### config.mk
export PLATFORM = sky130hd
export DESIGN_NAME = userdma_dataflow_ctrl
export DESIGN_NICKNAME = d
export VERILOG_FILES = /design/src/rtl/userdma_ctrl_pkg.sv /design/src/rtl/userdma_stage_tracker.sv /design/src/rtl/userdma_dataflow_ctrl.sv
export SDC_FILE = /design/constraint.sdc
export NUM_CORES = 1
export LEC_CHECK = 0
export ABC_CLOCK_PERIOD_IN_PS = 2400
export BUFFER_PORTS_ARGS = -buffer_cell sky130_fd_sc_hd__buf_2
export CORE_UTILIZATION = 48
export DETAILED_ROUTE_END_ITERATION = 16
export GPL_TIMING_DRIVEN = 0
export PLACE_DENSITY_LB_ADDON = 0.05
export SYNTH_ARGS = -nofsm -noshare
export SYNTH_HDL_FRONTEND = slang
export SYNTH_HIERARCHICAL = 1
export SYNTH_SLANG_ARGS = --single-unit
### constraint.sdc
create_clock -name ap_clk -period 2.4 [get_ports ap_clk]
set_clock_uncertainty 0.2 [all_clocks]
set_input_delay 0.48 -clock ap_clk [delete_from_list [all_inputs] [get_ports ap_clk]]
set_output_delay 0.48 -clock ap_clk [all_outputs]
set_load 0.005 [all_outputs]
### src/rtl/userdma_ctrl_pkg.sv
// rtl/userdma_ctrl_pkg.sv - shared state type, stage indices and default launch masks for the userdma sequencer
package userdma_ctrl_pkg;

  typedef enum logic [1:0] {
    IDLE = 2'd0,
    RUN  = 2'd1,
    DONE = 2'd2
  } ctrl_state_t;

  localparam int STG_ENTRY   = 0;
  localparam int STG_GETIN   = 1;
  localparam int STG_S2P     = 2;
  localparam int STG_P2S     = 3;
  localparam int STG_SEND    = 4;
  localparam int STAGE_COUNT = STG_SEND + 1;

  localparam logic [STAGE_COUNT-1:0] S2MM_MASK_DEF =
    STAGE_COUNT'((1 << STG_ENTRY) | (1 << STG_GETIN) | (1 << STG_S2P));
  localparam logic [STAGE_COUNT-1:0] MM2S_MASK_DEF =
    STAGE_COUNT'((1 << STG_ENTRY) | (1 << STG_P2S) | (1 << STG_SEND));

endpackage

### src/rtl/userdma_stage_tracker.sv
// rtl/userdma_stage_tracker.sv - per-stage pending/done bookkeeping with ap_start and ap_continue generation
module userdma_stage_tracker (
  input  logic clk,
  input  logic rst_n,
  input  logic launch,
  input  logic stage_en,
  input  logic run,
  input  logic clear,
  input  logic ready,
  input  logic done,
  output logic start,
  output logic cont,
  output logic active,
  output logic pending,
  output logic done_seen
);

  always_ff @(posedge clk or negedge rst_n) begin
    if (!rst_n) begin
      active    <= 1'b0;
      pending   <= 1'b0;
      done_seen <= 1'b0;
    end else if (clear) begin
      active    <= 1'b0;
      pending   <= 1'b0;
      done_seen <= 1'b0;
    end else if (launch) begin
      active    <= stage_en;
      pending   <= stage_en;
      done_seen <= 1'b0;
    end else begin
      if (run && ready) pending <= 1'b0;
      if (cont) done_seen <= 1'b1;
    end
  end

  // Done is consumed in the cycle it is first seen, so continue is combinational.
  assign start = run & pending;
  assign cont  = done & active & ~done_seen;

endmodule

### src/rtl/userdma_dataflow_ctrl.sv
// rtl/userdma_dataflow_ctrl.sv - ap_ctrl_chain sequencer for the userdma dataflow stages
// Optional stall watchdog enabled by USERDMA_CTRL_WATCHDOG_EN.
module userdma_dataflow_ctrl
  import userdma_ctrl_pkg::*;
#(
  parameter int                    NUM_STAGES  = STAGE_COUNT,
  parameter int                    CNT_W       = 32,
  parameter logic [NUM_STAGES-1:0] S2MM_MASK   = S2MM_MASK_DEF,
  parameter logic [NUM_STAGES-1:0] MM2S_MASK   = MM2S_MASK_DEF,
  parameter int                    WDOG_CYCLES = 4096
) (
  input  logic                  ap_clk,
  input  logic                  ap_rst_n,
  input  logic                  ap_start,
  output logic                  ap_ready,
  output logic                  ap_done,
  output logic                  ap_idle,
  input  logic                  ap_continue,
  input  logic [1:0]            cfg_mode,
  input  logic [CNT_W-1:0]      cfg_len,
  output logic [1:0]            run_mode,
  output logic [CNT_W-1:0]      run_len,
  output logic                  zero_run,
  output logic [NUM_STAGES-1:0] stage_start,
  input  logic [NUM_STAGES-1:0] stage_ready,
  input  logic [NUM_STAGES-1:0] stage_done,
  output logic [NUM_STAGES-1:0] stage_continue,
  output logic                  stall_flag,
  output logic [NUM_STAGES-1:0] stall_stages
);

  ctrl_state_t           state;
  logic [NUM_STAGES-1:0] cfg_active;
  logic [NUM_STAGES-1:0] active;
  logic [NUM_STAGES-1:0] pending;
  logic [NUM_STAGES-1:0] done_seen;
  logic [NUM_STAGES-1:0] cont_vec;
  logic                  accept;
  logic                  cfg_zero;
  logic                  launch;
  logic                  run;
  logic                  clear;
  logic                  all_done;
  logic                  last_ready;

  assign cfg_active = (cfg_mode[0] ? S2MM_MASK : '0) | (cfg_mode[1] ? MM2S_MASK : '0);
  assign accept     = (state == IDLE) && ap_start;
  assign cfg_zero   = (cfg_active == '0) || (cfg_len == '0);
  assign launch     = accept && !cfg_zero;
  assign run        = (state == RUN);
  assign clear      = (state == DONE) && ap_continue;
  // Include this cycle's continues so ap_done follows the last stage done by one cycle.
  assign all_done   = (((done_seen | cont_vec) & active) == active);
  assign last_ready = (pending != '0) && ((pending & ~stage_ready) == '0);

  for (genvar i = 0; i < NUM_STAGES; i++) begin : g_stage
    userdma_stage_tracker u_tracker (
      .clk       (ap_clk),
      .rst_n     (ap_rst_n),
      .launch    (launch),
      .stage_en  (cfg_active[i]),
      .run       (run),
      .clear     (clear),
      .ready     (stage_ready[i]),
      .done      (stage_done[i]),
      .start     (stage_start[i]),
      .cont      (cont_vec[i]),
      .active    (active[i]),
      .pending   (pending[i]),
      .done_seen (done_seen[i])
    );
  end

  assign stage_continue = cont_vec;

  always_ff @(posedge ap_clk or negedge ap_rst_n) begin
    if (!ap_rst_n) begin
      state    <= IDLE;
      ap_ready <= 1'b0;
      ap_done  <= 1'b0;
      ap_idle  <= 1'b1;
      run_mode <= '0;
      run_len  <= '0;
      zero_run <= 1'b0;
    end else begin
      ap_ready <= 1'b0;
      case (state)
        IDLE: begin
          if (ap_start) begin
            run_mode <= cfg_mode;
            run_len  <= cfg_len;
            ap_idle  <= 1'b0;
            if (cfg_zero) begin
              zero_run <= 1'b1;
              ap_ready <= 1'b1;
              ap_done  <= 1'b1;
              state    <= DONE;
            end else begin
              zero_run <= 1'b0;
              state    <= RUN;
            end
          end
        end
        RUN: begin
          if (last_ready) ap_ready <= 1'b1;
          if (all_done) begin
            ap_done <= 1'b1;
            state   <= DONE;
          end
        end
        DONE: begin
          if (ap_continue) begin
            ap_done <= 1'b0;
            ap_idle <= 1'b1;
            state   <= IDLE;
          end
        end
        default: state <= IDLE;
      endcase
    end
  end

`ifdef USERDMA_CTRL_WATCHDOG_EN
  localparam int WDOG_W = (WDOG_CYCLES > 2) ? $clog2(WDOG_CYCLES) : 1;
  localparam logic [WDOG_W-1:0] WDOG_LAST = WDOG_W'(WDOG_CYCLES - 1);

  logic [WDOG_W-1:0] wdog_cnt;
  logic              progress;

  assign progress = (|(pending & stage_ready)) | (|cont_vec);

  // Saturates at the threshold so the first capture of the stuck stages is kept.
  always_ff @(posedge ap_clk or negedge ap_rst_n) begin
    if (!ap_rst_n) begin
      wdog_cnt     <= '0;
      stall_flag   <= 1'b0;
      stall_stages <= '0;
    end else if (accept) begin
      wdog_cnt     <= '0;
      stall_flag   <= 1'b0;
      stall_stages <= '0;
    end else if (run) begin
      if (progress) begin
        wdog_cnt <= '0;
      end else if (wdog_cnt != WDOG_LAST) begin
        wdog_cnt <= wdog_cnt + 1'b1;
      end else if (!stall_flag) begin
        stall_flag   <= 1'b1;
        stall_stages <= active & ~done_seen;
      end
    end
  end
`else
  assign stall_flag   = 1'b0;
  assign stall_stages = '0;
`endif

endmodule

* Word level (Yosys, flattened, before mapping) *
Index checks and enable logic that the tools add are counted.
Widths: inputs -> output; s select.

word-level totals
  logic and storage cells = 146
  register bits = 55
  bits of input ports = 48

operators by class
  bitwise logic cells = 25
  muxes and demuxes = 59
  reduce and logical (&&, ||, !) cells = 33
  eq/ne operators = 7

operator list
  cell                count
  $mux 1              49
  $reduce_bool 3->1   11
  $logic_not 32->1    1
  $and 1x1->1         15
  $and 5x5->5         2
  $logic_not 5->1     2
  $logic_and 1x1->1   9
  $mux 2              4
  $ne 2x2->1 const B  4
  $pmux 2 s3          1
  $reduce_and 3->1    2
  $eq 5x5->1          1
  $mux 5              1
  $not 1->1           5
  $not 5->5           1
  $or 3x5->5          1
  $or 5x5->5          1
  $reduce_and 5->1    1
  $reduce_bool 5->1   1
  $pmux 1 s2          2
  $reduce_bool 2->1   2
  $mux 3              1
  $pmux 1 s3          1
  $eq 2x1->1 const B  1
  other kinds (5)     5

* Depth between registers and ports, before layout *
Gate-level depths: netlist (run 1).

  depth after elaboration = 8
  mapped depth = 6

* Cells and area by module *
Netlist (run 1), hierarchy kept.

modules (own cells, without submodules)
  module                 sequential area each (sq um)  instances  area each (sq um)  cells each
  userdma_dataflow_ctrl  1002.2                        1          1779.2             208
  userdma_stage_tracker  75.1                          5          130.1              14

* Worst setup path before layout (run 1) *
No wires, ideal clock.

  kind = reg-to-reg
  start = register state[1]
  end = register g_stage[0].u_tracker.pending
  library setup time = 0.137 ns
  period minus slack after synthesis = 1.994 ns
  path slack = 0.406 ns
  arrival time = 1.657 ns
  stages on the path, launching flop included = 7
  cells stage by stage = dfrtp_1 nor2_1 nand2_1 buf_2 nor2_1 nand3b_1 a21oi_1

on the way
  longest elaborated chain between the ends = 5
  elaborated cells on any way between the ends = 10
  those cells by class = 2 x eq/ne; 2 x mux; 6 x reduce/logical

RTL lines
  item                    line                          source
  start, declared         userdma_dataflow_ctrl.sv:32   ctrl_state_t state;
  start signal, assigned  userdma_dataflow_ctrl.sv:78   state <= IDLE;
  start signal, assigned  userdma_dataflow_ctrl.sv:97   state <= DONE;
  start signal, assigned  userdma_dataflow_ctrl.sv:100  state <= RUN;
  $logic_not 2->1 (*)     userdma_dataflow_ctrl.sv:47   assign accept = (state == IDLE) && ap_start;
  $logic_and 1x1->1 (*)   userdma_dataflow_ctrl.sv:47
  $logic_and 1x1->1 (*)   userdma_dataflow_ctrl.sv:49   assign launch = accept && !cfg_zero;
  named net launch        userdma_dataflow_ctrl.sv:40   logic launch;
  $mux 1                  userdma_stage_tracker.sv:27   end else if (launch) begin
  $mux 1                  userdma_stage_tracker.sv:23   end else if (clear) begin
  end signal, assigned    userdma_stage_tracker.sv:29   pending <= stage_en;
  end, declared           userdma_stage_tracker.sv:14   output logic pending,

Mark *: on every way through the listed nets, which the timed path passes. The rest lies on a longest branch.
A chain may end at the register's enable or synchronous reset.

* Final worst setup path (run 1) *
  start = register state[1]
  end = output port stage_start[0]

on the way
  longest elaborated chain between the ends = 2

RTL lines
  item           line                         source
  $eq 2x1->1     userdma_dataflow_ctrl.sv:50  assign run = (state == RUN);
  named net run  userdma_dataflow_ctrl.sv:41  logic run;
  $and 1x1->1    userdma_stage_tracker.sv:38  assign start = run & pending;
  end, declared  userdma_dataflow_ctrl.sv:24  output logic [NUM_STAGES-1:0] stage_start,

The timed path passes the listed nets, and every way through them passes these cells.

==> results of run 1 <==
[worst max path at each step]
stage	start	end	depth (start not counted)
detailed placement	ap_start	g_stage[0].u_tracker/pending	6
finish	state[1]	stage_start[0]	4
global route	state[1]	stage_start[0]	4
CTS	state[1]	g_stage[0].u_tracker/pending	6
floorplan	state[1]	g_stage[0].u_tracker/pending	6
global placement	ap_start	g_stage[0].u_tracker/active	6
[state kept, by name, indices dropped and copies added (netlist names)]
name	cells
g_stage.u_tracker/done_seen	5
g_stage.u_tracker/pending	5
state	2
g_stage.u_tracker/active	5
run_len	32
zero_run	1
ap_idle	1
run_mode	2
ap_ready	1
ap_done	1
[cell type report]
cell class                      count  area [sq um]  area share
Buffer                             13         82.58     0.02638
Clock buffer                        6         72.57     0.02318
Clock inverter                      2         12.51    0.003997
Inverter                            7         26.28    0.008393
Multi-Input combinational cell    208         969.7      0.3098
Sequential cell                    55          1378      0.4400
Tap cell                           67         83.83     0.02678
Timing Repair Buffer               97         505.5      0.1615
[power by group through the flow]
| stage | clock network [W] | registers, W | logic, W |
|---|---|---|---|
| floorplan | 0 | 0.00165 | 0.000796 |
| global route | 0.000537 | 0.00170 | 0.00162 |
| finish | 0.000496 | 0.00164 | 0.00141 |
| detailed placement | 0 | 0.00165 | 0.00142 |
| CTS | 0.000511 | 0.00164 | 0.00142 |
| global placement | 0 | 0.00164 | 0.00138 |
[timing repair]
| action | 4_1_cts | 5_1_grt |
|---|---|---|
| cloned | 0 | 0 |
| buffers inserted | 0 | 0 |
| hold endpoints to repair | 0 | 13 |
| gates resized for setup | 1 | 1 |
| endpoints found under the setup margin | 11 | 5 |
| hold buffers | 0 | 1 |
[placed cells by master, fill, tap and decap left out, drive strengths merged, types with 2 or more instances in the layout]
cell	synthesis	final
nand2	120	120
buf	13	109
dfrtp	54	54
a21oi	16	16
nor2	11	11
nor4	9	9
inv	7	7
nor3	7	7
nand2b	6	6
and2	6	6
conb	1	6
clkbuf	0	6
nand3b	5	5
o21ai	3	3
nand4	2	2
nand3	2	2
o22ai	2	2
a22o	2	2
nor3b	2	2
mux2	2	2
[stage by stage]
| stage | setup TNS, ns | cell area, sq um | total power (W) |
|---|---|---|---|
| after global placement | -0.9359 | 3008 | 0.003025 |
| final | 0 | 3131 | 0.003541 |
| after detailed placement | -1.131 | 3008 | 0.003073 |
| after CTS | 0 | 3095 | 0.003577 |
| after floorplan | 0 | 2449 | 0.002451 |
| after global routing | 0 | 3131 | 0.003851 |
[critical path: cells and delay by family (launching register included)]
kind,cells,cell delay [ns]
DFF,1,0.44
and+or+nand+nor,2,0.40
buffers and inverters,2,0.34
[cell families after synthesis]
family	count (synthesis)	share of synthesized area
flops	55	0.5669
other cells	1	0.001543
mux	2	0.009268
compound gates	27	0.06798
simple gates	173	0.3095
buf+inv	20	0.04480
[layer usage]
layer	GRT usage	vias to the layer above	routed length, microns
li1	-	1110	-
met1	0.2800	1002	2399
met5	0	-	0
met2	0.3765	69	2674
met3	0.05110	9	314
met4	0.08932	0	90
==> flow_summary.json, run 1 <==
{
  "die-area_sq_um": 5351,
  "synth_top_area_frac": 0.5561,
  "areaGrowthSynthToFinish_pct": 28.84,
  "drive_gt1_frac": 0.3144,
  "min_delay_path_depth": 3,
  "crit_slowest_cell": "dfrtp_1",
  "synthTopCellsByArea": "dfrtp_1 56%, nand2_1 19%, a21oi_1 3.3%",
  "slowest_delay_ns": 0.44,
  "fmaxAchievable_mhz": 462.9,
  "power_leakage_nw": 1.743,
  "netSwitchingPower_w": 0.001310,
  "dp.cells": 445,
  "drv_cap": 0,
  "initial_core_util": 0.5077,
  "ios": 102,
  "hold_viol": 0,
  "hp-class": "primary input to flop",
  "setup_ws_ns": 0.2398,
  "grt_max_degree": 56,
  "yosysUniqueCellTypes": 29,
  "seqPwrFrac": 0.463,
  "grt_use_total": 0.2243,
  "cts_tree": "done",
  "dpl_worst_slack_ns": -0.1465,
  "clkPwrFrac": 0.140,
  "hold_start": "cfg_len[16]",
  "crit_arrival_ns": 1.48,
  "ys_seq_area_frac": 0.5669,
  "clock_path_buffers": 2,
  "fin_util": 0.6541,
  "synth_common_cells": "120 x nand2_1, 54 x dfrtp_1, 16 x a21oi_1",
  "dp_hpwl_mm": 4.038,
  "synth_most_common_cell": "nand2_1",
  "drt_pass1_iterations": 4,
  "end_kind": "output pin",
  "post-route-period-util": 0.9001,
  "rr_worst_depth": 6,
  "gp_congestion": 0.7803,
  "finalCriticalPeriod_ns": 2.160,
  "fin_nets": 435,
  "row_count": 25,
  "syn_inst": 278,
  "rr_endpoint": "g_stage[0].u_tracker/pending",
  "synth_top_area_cell": "dfrtp_1",
  "peakVddDrop_v": 0.0005119,
  "synth-edff-count": 0,
  "nFillCells": 442,
  "post_drt_wl_per_cell_microns": 12.04,
  "overflow": 0,
  "htree_num_levels": 2,
  "grt_first_pass_wirelength_mm": 9.045,
  "grt_pass1_vias": 2046,
  "clk_pin_slew_ns": 0.10,
  "intPower_w": 0.002231,
  "ys_async_sr_fraction": 1.000,
  "fin_cells": 455,
  "ys_ff_latch": 55,
  "coreArea_sq_um": 4786,
  "syn-cell-area_sq_um": 2430,
  "drv_slew": 0,
  "worstSetupStartpointType": "flop",
  "cp.required_ns": 1.72,
  "setup_viol": 0,
  "die_h_microns": 73.15,
  "synthFlopType": "dfrtp_1",
  "syn_area_per_cell_sq_um": 8.740,
  "ys_warn_count": 6,
  "drt_iter0_drc": 136,
  "path_class": "flop to output pin",
  "switching_share": 0.3700,
  "clock_sinks": 55,
  "status": "complete, no violations",
  "numCtsBuffers": 5,
  "whs_ns": 0.1695,
  "diodes": 0,
  "postRouteAntennaNets": 0,
  "crit_chain": "nand2b_1 > inv_1 > and2_1 > buf_2",
  "rsz0062_at_grt": "false",
  "drc_errors": 0,
  "die_w_microns": 73.15,
  "combPwrFrac": 0.397,
  "num_vias": 2190,
  "vias_per_cell": 4.813,
  "drt-total-wl_mm": 5.478,
  "power_density_nw_per_um2": 1131,
  "cts-root-buf": "clkbuf_8",
  "hold_end": "run_len[16]",
  "path_max_fanout": 11,
  "antenna_found_initial": 0,
  "rrSetupSlack_ns": 0.40,
  "insertion_delay_ns": 0.30,
  "reg2reg_from": "state[1]",
  "portBuffers": 95
}
(Power assumes the default switching activity.)
==> inputs of run 2 (changes only) <==
Settings changed: ABC_CLOCK_PERIOD_IN_PS 2400 to 1900, CORE_UTILIZATION 48 to 43.
Clock period 2.4 ns to 1.9 ns, I/O delays scaled along.
==> flow_summary.json, run 2 (synthesis results as in run 1) <==
{
  "status": "complete, no violations",
  "dp.cells": 450,
  "clkPwrFrac": 0.137,
  "grt_max_degree": 56,
  "cts-root-buf": "clkbuf_8",
  "layout_commonest_cell": "nand2_1",
  "path_class": "flop to output pin",
  "final_cell_mix": "119 x nand2_1, 100 x buf_2, 54 x dfrtp_1, 16 x a21oi_1, 13 x buf_4",
  "setup_viol": 0,
  "drt_pass1_iterations": 4,
  "drv_slew": 0,
  "post_drt_wl_per_cell_microns": 12.80,
  "hold_start": "cfg_len[28]",
  "fin_cells": 464,
  "antenna_found_initial": 0,
  "grt_use_total": 0.2079,
  "drt-total-wl_mm": 5.941,
  "row_count": 27,
  "rsz0062_at_grt": "true",
  "switching_share": 0.3754,
  "grt_pass1_vias": 1992,
  "die-area_sq_um": 5955,
  "worstSetupStartpointType": "flop",
  "htree_num_levels": 2,
  "slew_headroom": 0.1883,
  "rrSetupSlack_ns": 0.12,
  "netSwitchingPower_w": 0.001719,
  "crit_arrival_ns": 1.26,
  "areaGrowthSynthToFinish_pct": 31.21,
  "rr_endpoint": "g_stage[0].u_tracker/active",
  "tightest_slew_ns": 1.217,
  "intPower_w": 0.002860,
  "overflow": 0,
  "peakVddDrop_v": 0.0006985,
  "hold_viol": 0,
  "post-route-period-util": 0.9664,
  "num_vias": 2201,
  "reg2reg_from": "state[0]",
  "whs_ns": 0.07249,
  "initial_core_util": 0.4440,
  "grt_first_pass_wirelength_mm": 9.549,
  "dp_hpwl_mm": 4.226,
  "fin_total_pwr_w": 0.004579,
  "finalCriticalPeriod_ns": 1.836,
  "drt_iter0_drc": 144,
  "fin_nets": 439,
  "cp-endpoint": "stage_start[4]",
  "setup_ws_ns": 0.06382,
  "power_leakage_nw": 1.768,
  "drc_errors": 0,
  "portBuffers": 95,
  "critPathLaunch": "state[1]",
  "clock_path_buffers": 2,
  "combPwrFrac": 0.412,
  "cts_tree": "done",
  "drive_gt1_frac": 0.3418,
  "power_density_nw_per_um2": 1436,
  "cp.required_ns": 1.32,
  "postRouteAntennaNets": 0,
  "top_register": "run_len",
  "seqPwrFrac": 0.451,
  "numCtsBuffers": 5,
  "ios": 102,
  "coreArea_sq_um": 5473,
  "die_w_microns": 77.17,
  "drv_cap": 0,
  "die_h_microns": 77.17,
  "largest_reg_flops": 32,
  "dpl_worst_slack_ns": -0.4065,
  "end_kind": "output pin",
  "rr_worst_depth": 6,
  "vias_per_cell": 4.744,
  "path_max_fanout": 6,
  "hp-class": "primary input to flop",
  "clk_pin_slew_ns": 0.10,
  "clock_sinks": 55,
  "insertion_delay_ns": 0.31,
  "gp_congestion": 0.8155,
  "diodes": 0,
  "fmaxAchievable_mhz": 544.6
}
run 2: area by class of cell:
type	instances	area [sq um]
Fill cell	532	2285
Sequential cell	55	1378
Multi-Input combinational cell	209	1012
Timing Repair Buffer	100	513.0
Tap cell	72	90.09
Buffer	13	85.08
Clock buffer	5	68.82
Inverter	7	26.28
Clock inverter	3	15.01
run 2: metal layers:
layer,vias to the layer above,GRT usage,wire length (microns)
met3,6,0.04762,364
met2,75,0.3186,2691
met5,-,0,0
met4,0,0.06792,76
met1,997,0.2903,2808
li1,1123,-,-
run 2: what timing repair did:
| action | in CTS | in global routing |
|---|---|---|
| hold buffers | 0 | 0 |
| endpoints found under the setup margin | 20 | 16 |
| pin swaps | 1 | 2 |
| gates resized for setup | 6 | 4 |
| buffers inserted | 3 | 2 |
| cloned | 1 | 0 |
run 2: worst min path at each step:
stage | end | slack, ns | depth (start not counted)
after global routing | run_len[5] | 0.07 | 3
after CTS | run_len[31] | 0.06 | 3
after floorplan | ap_done | -0.12 | 0
after global placement | ap_idle | 0.24 | 2
final | run_len[28] | 0.07 | 3
after detailed placement | run_len[0] | 0.26 | 2
run 2: power by group through the flow:
| stage | Combinational, W | Clock [W] | Sequential [W] |
|---|---|---|---|
| floorplan | 0.00101 | 0 | 0.00209 |
| global route | 0.00213 | 0.000702 | 0.00214 |
| finish | 0.00189 | 0.000629 | 0.00207 |
| global placement | 0.00178 | 0 | 0.00207 |
| CTS | 0.00189 | 0.000642 | 0.00207 |
| detailed placement | 0.00181 | 0 | 0.00208 |
run 2: metrics by stage:
stage           TNS, ns    util  area [sq um]
6_report              0  0.5825          3188
5_1_grt        -0.04588  0.5825          3188
4_1_cts               0  0.5759          3152
3_5_place_dp     -4.855  0.5512          3017
3_3_place_gp     -4.887  0.5512          3017
2_1_floorplan         0       -          2451
run 2: worst max-delay path: stages (launching register included):
cell and delay (ns):
dfrtp_1 0.40, nand2b_2 0.23, inv_2 0.10, and2_1 0.12, buf_2 0.10
==> inputs of run 3 (changes only) <==
Settings changed: CTS_BUF_LIST set to sky130_fd_sc_hd__clkbuf_8 sky130_fd_sc_hd__clkbuf_16, SETUP_SLACK_MARGIN set to 0.02.
==> flow_summary.json, run 3 (synthesis results as in run 1) <==
{
  "status": "complete, no violations",
  "end_kind": "output pin",
  "postCtsHoldBufs": 0,
  "coreArea_sq_um": 5473,
  "diodes": 0,
  "hold_viol": 0,
  "setup_viol": 0,
  "peakVddDrop_v": 0.0007130,
  "initial_core_util": 0.4440,
  "cp.required_ns": 1.32,
  "path_class": "flop to output pin",
  "combPwrFrac": 0.420,
  "gp_congestion": 0.8155,
  "overflow": 0,
  "grtUsageMet3": 0.04762,
  "layout_commonest_cell": "nand2_1",
  "drv_cap": 0,
  "dpl_worst_slack_ns": -0.4065,
  "design_area_sq_um": 3257,
  "hp-class": "primary input to flop",
  "portBuffers": 95,
  "drt-total-wl_mm": 5.999,
  "grt_pass1_vias": 1991,
  "die_w_microns": 77.17,
  "grt_max_degree": 56,
  "post_drt_wl_per_cell_microns": 12.79,
  "setup_tns_ns": 0,
  "fin_nets": 444,
  "clkPwrFrac": 0.135,
  "tightest_slew_ns": 1.206,
  "power_leakage_nw": 1.798,
  "crit_arrival_ns": 1.19,
  "grt_use_total": 0.2085,
  "drt_pass1_iterations": 4,
  "postPlaceCellArea_sq_um": 3017,
  "drive_gt1_frac": 0.3526,
  "row_count": 27,
  "numCtsBuffers": 5,
  "nFillCells": 523,
  "top_usage_layer": "met2",
  "cts_tree": "done",
  "finalCriticalPeriod_ns": 1.769,
  "seqPwrFrac": 0.446,
  "fin_util": 0.5951,
  "postRouteAntennaNets": 0,
  "drc_errors": 0,
  "clock_sinks": 55,
  "path_max_fanout": 6,
  "netSwitchingPower_w": 0.001739,
  "die-area_sq_um": 5955,
  "final_cell_mix": "119 x nand2_1, 100 x buf_2, 54 x dfrtp_1, 16 x a21oi_1, 15 x buf_4",
  "power_density_nw_per_um2": 1425,
  "clock_path_buffers": 2,
  "largest_reg_flops": 32,
  "rsz0062_at_grt": "false",
  "fmaxAchievable_mhz": 565.4,
  "areaGrowthSynthToFinish_pct": 34.04,
  "top_register": "run_len",
  "insertion_delay_ns": 0.30,
  "use_met2": 0.3186,
  "ios": 102,
  "slew_headroom": 0.1960,
  "worstSetupStartpointType": "flop",
  "drv_slew": 0,
  "fin_total_pwr_w": 0.004642,
  "drt_iter0_drc": 132,
  "intPower_w": 0.002903,
  "setup_ws_ns": 0.1314,
  "antenna_found_initial": 0,
  "vias_per_cell": 4.731,
  "cts-root-buf": "clkbuf_8",
  "grtUsageMet1": 0.2919,
  "clk_pin_slew_ns": 0.10,
  "post-route-period-util": 0.9308,
  "switching_share": 0.3746,
  "num_vias": 2219,
  "dp_hpwl_mm": 4.226,
  "grt_first_pass_wirelength_mm": 9.570,
  "die_h_microns": 77.17,
  "htree_num_levels": 2
}
-- run 3: cell types whose count changed in the layout (fill, tap and decap cells not counted), sizes merged --
cell  change
nor2      +1
buf       +4
-- run 3: final timing paths --
kind                              from  depth (start not counted)  slack (ns)                           to
max in group asynchronous     ap_rst_n                          1        0.65                   run_len[4]
min reg2reg                    ap_idle                          2        0.28                      ap_idle
max                           state[1]                          4        0.13               stage_start[4]
min in group asynchronous     ap_rst_n                          1        0.11                  run_len[14]
max reg2reg                   state[0]                          6        0.15  g_stage[0].u_tracker/active
min                        cfg_len[28]                          3        0.07                  run_len[28]
-- run 3: cell type report --
| cell class | instances | area (sq um) | share of cell area |
|---|---|---|---|
| flip-flops and latches | 55 | 1378 | 0.4230 |
| multi-input cells | 210 | 1035 | 0.3177 |
| repair buffers | 104 | 555.5 | 0.1706 |
| well taps | 72 | 90.09 | 0.02766 |
| plain buffers | 13 | 88.84 | 0.02728 |
| clock buffers | 5 | 68.82 | 0.02113 |
| inverters | 7 | 26.28 | 0.008068 |
| clock inverters | 3 | 15.01 | 0.004610 |
-- run 3: power groups by stage --
stage          combinational [W]  clock, W  sequential [W]
2_1_floorplan            0.00101         0         0.00209
3_3_place_gp             0.00178         0         0.00207
3_5_place_dp             0.00181         0         0.00208
4_1_cts                  0.00189  0.000642         0.00207
5_1_grt                  0.00219  0.000702         0.00214
6_report                 0.00195  0.000625         0.00207
-- run 3: what timing repair did --
action / in CTS / in global routing
endpoints found under the setup margin: 20 / 20
resized for setup: 7 / 7
buffers inserted: 3 / 6
cloned: 1 / 1
pin swaps: 1 / 5
-- run 3: worst max-delay path, cell delays in order (launching register included) --
cell and delay [ns]:
dfrtp_1 0.41, nand2b_4 0.17, inv_2 0.09, and2_1 0.11, buf_2 0.10
-- run 3: per-layer routing --
metal,wire [microns],vias up
li1,-,1137
met1,2770,1007
met2,2792,69
met3,362,6
met4,73,0
met5,0,-
-- run 3: per-stage QoR --
step	hold WS, ns	cells
floorplan	-0.1156	283
global placement	0.2439	450
detailed placement	0.2567	450
CTS	0.06255	462
global route	0.07181	469
finish	0.07126	469
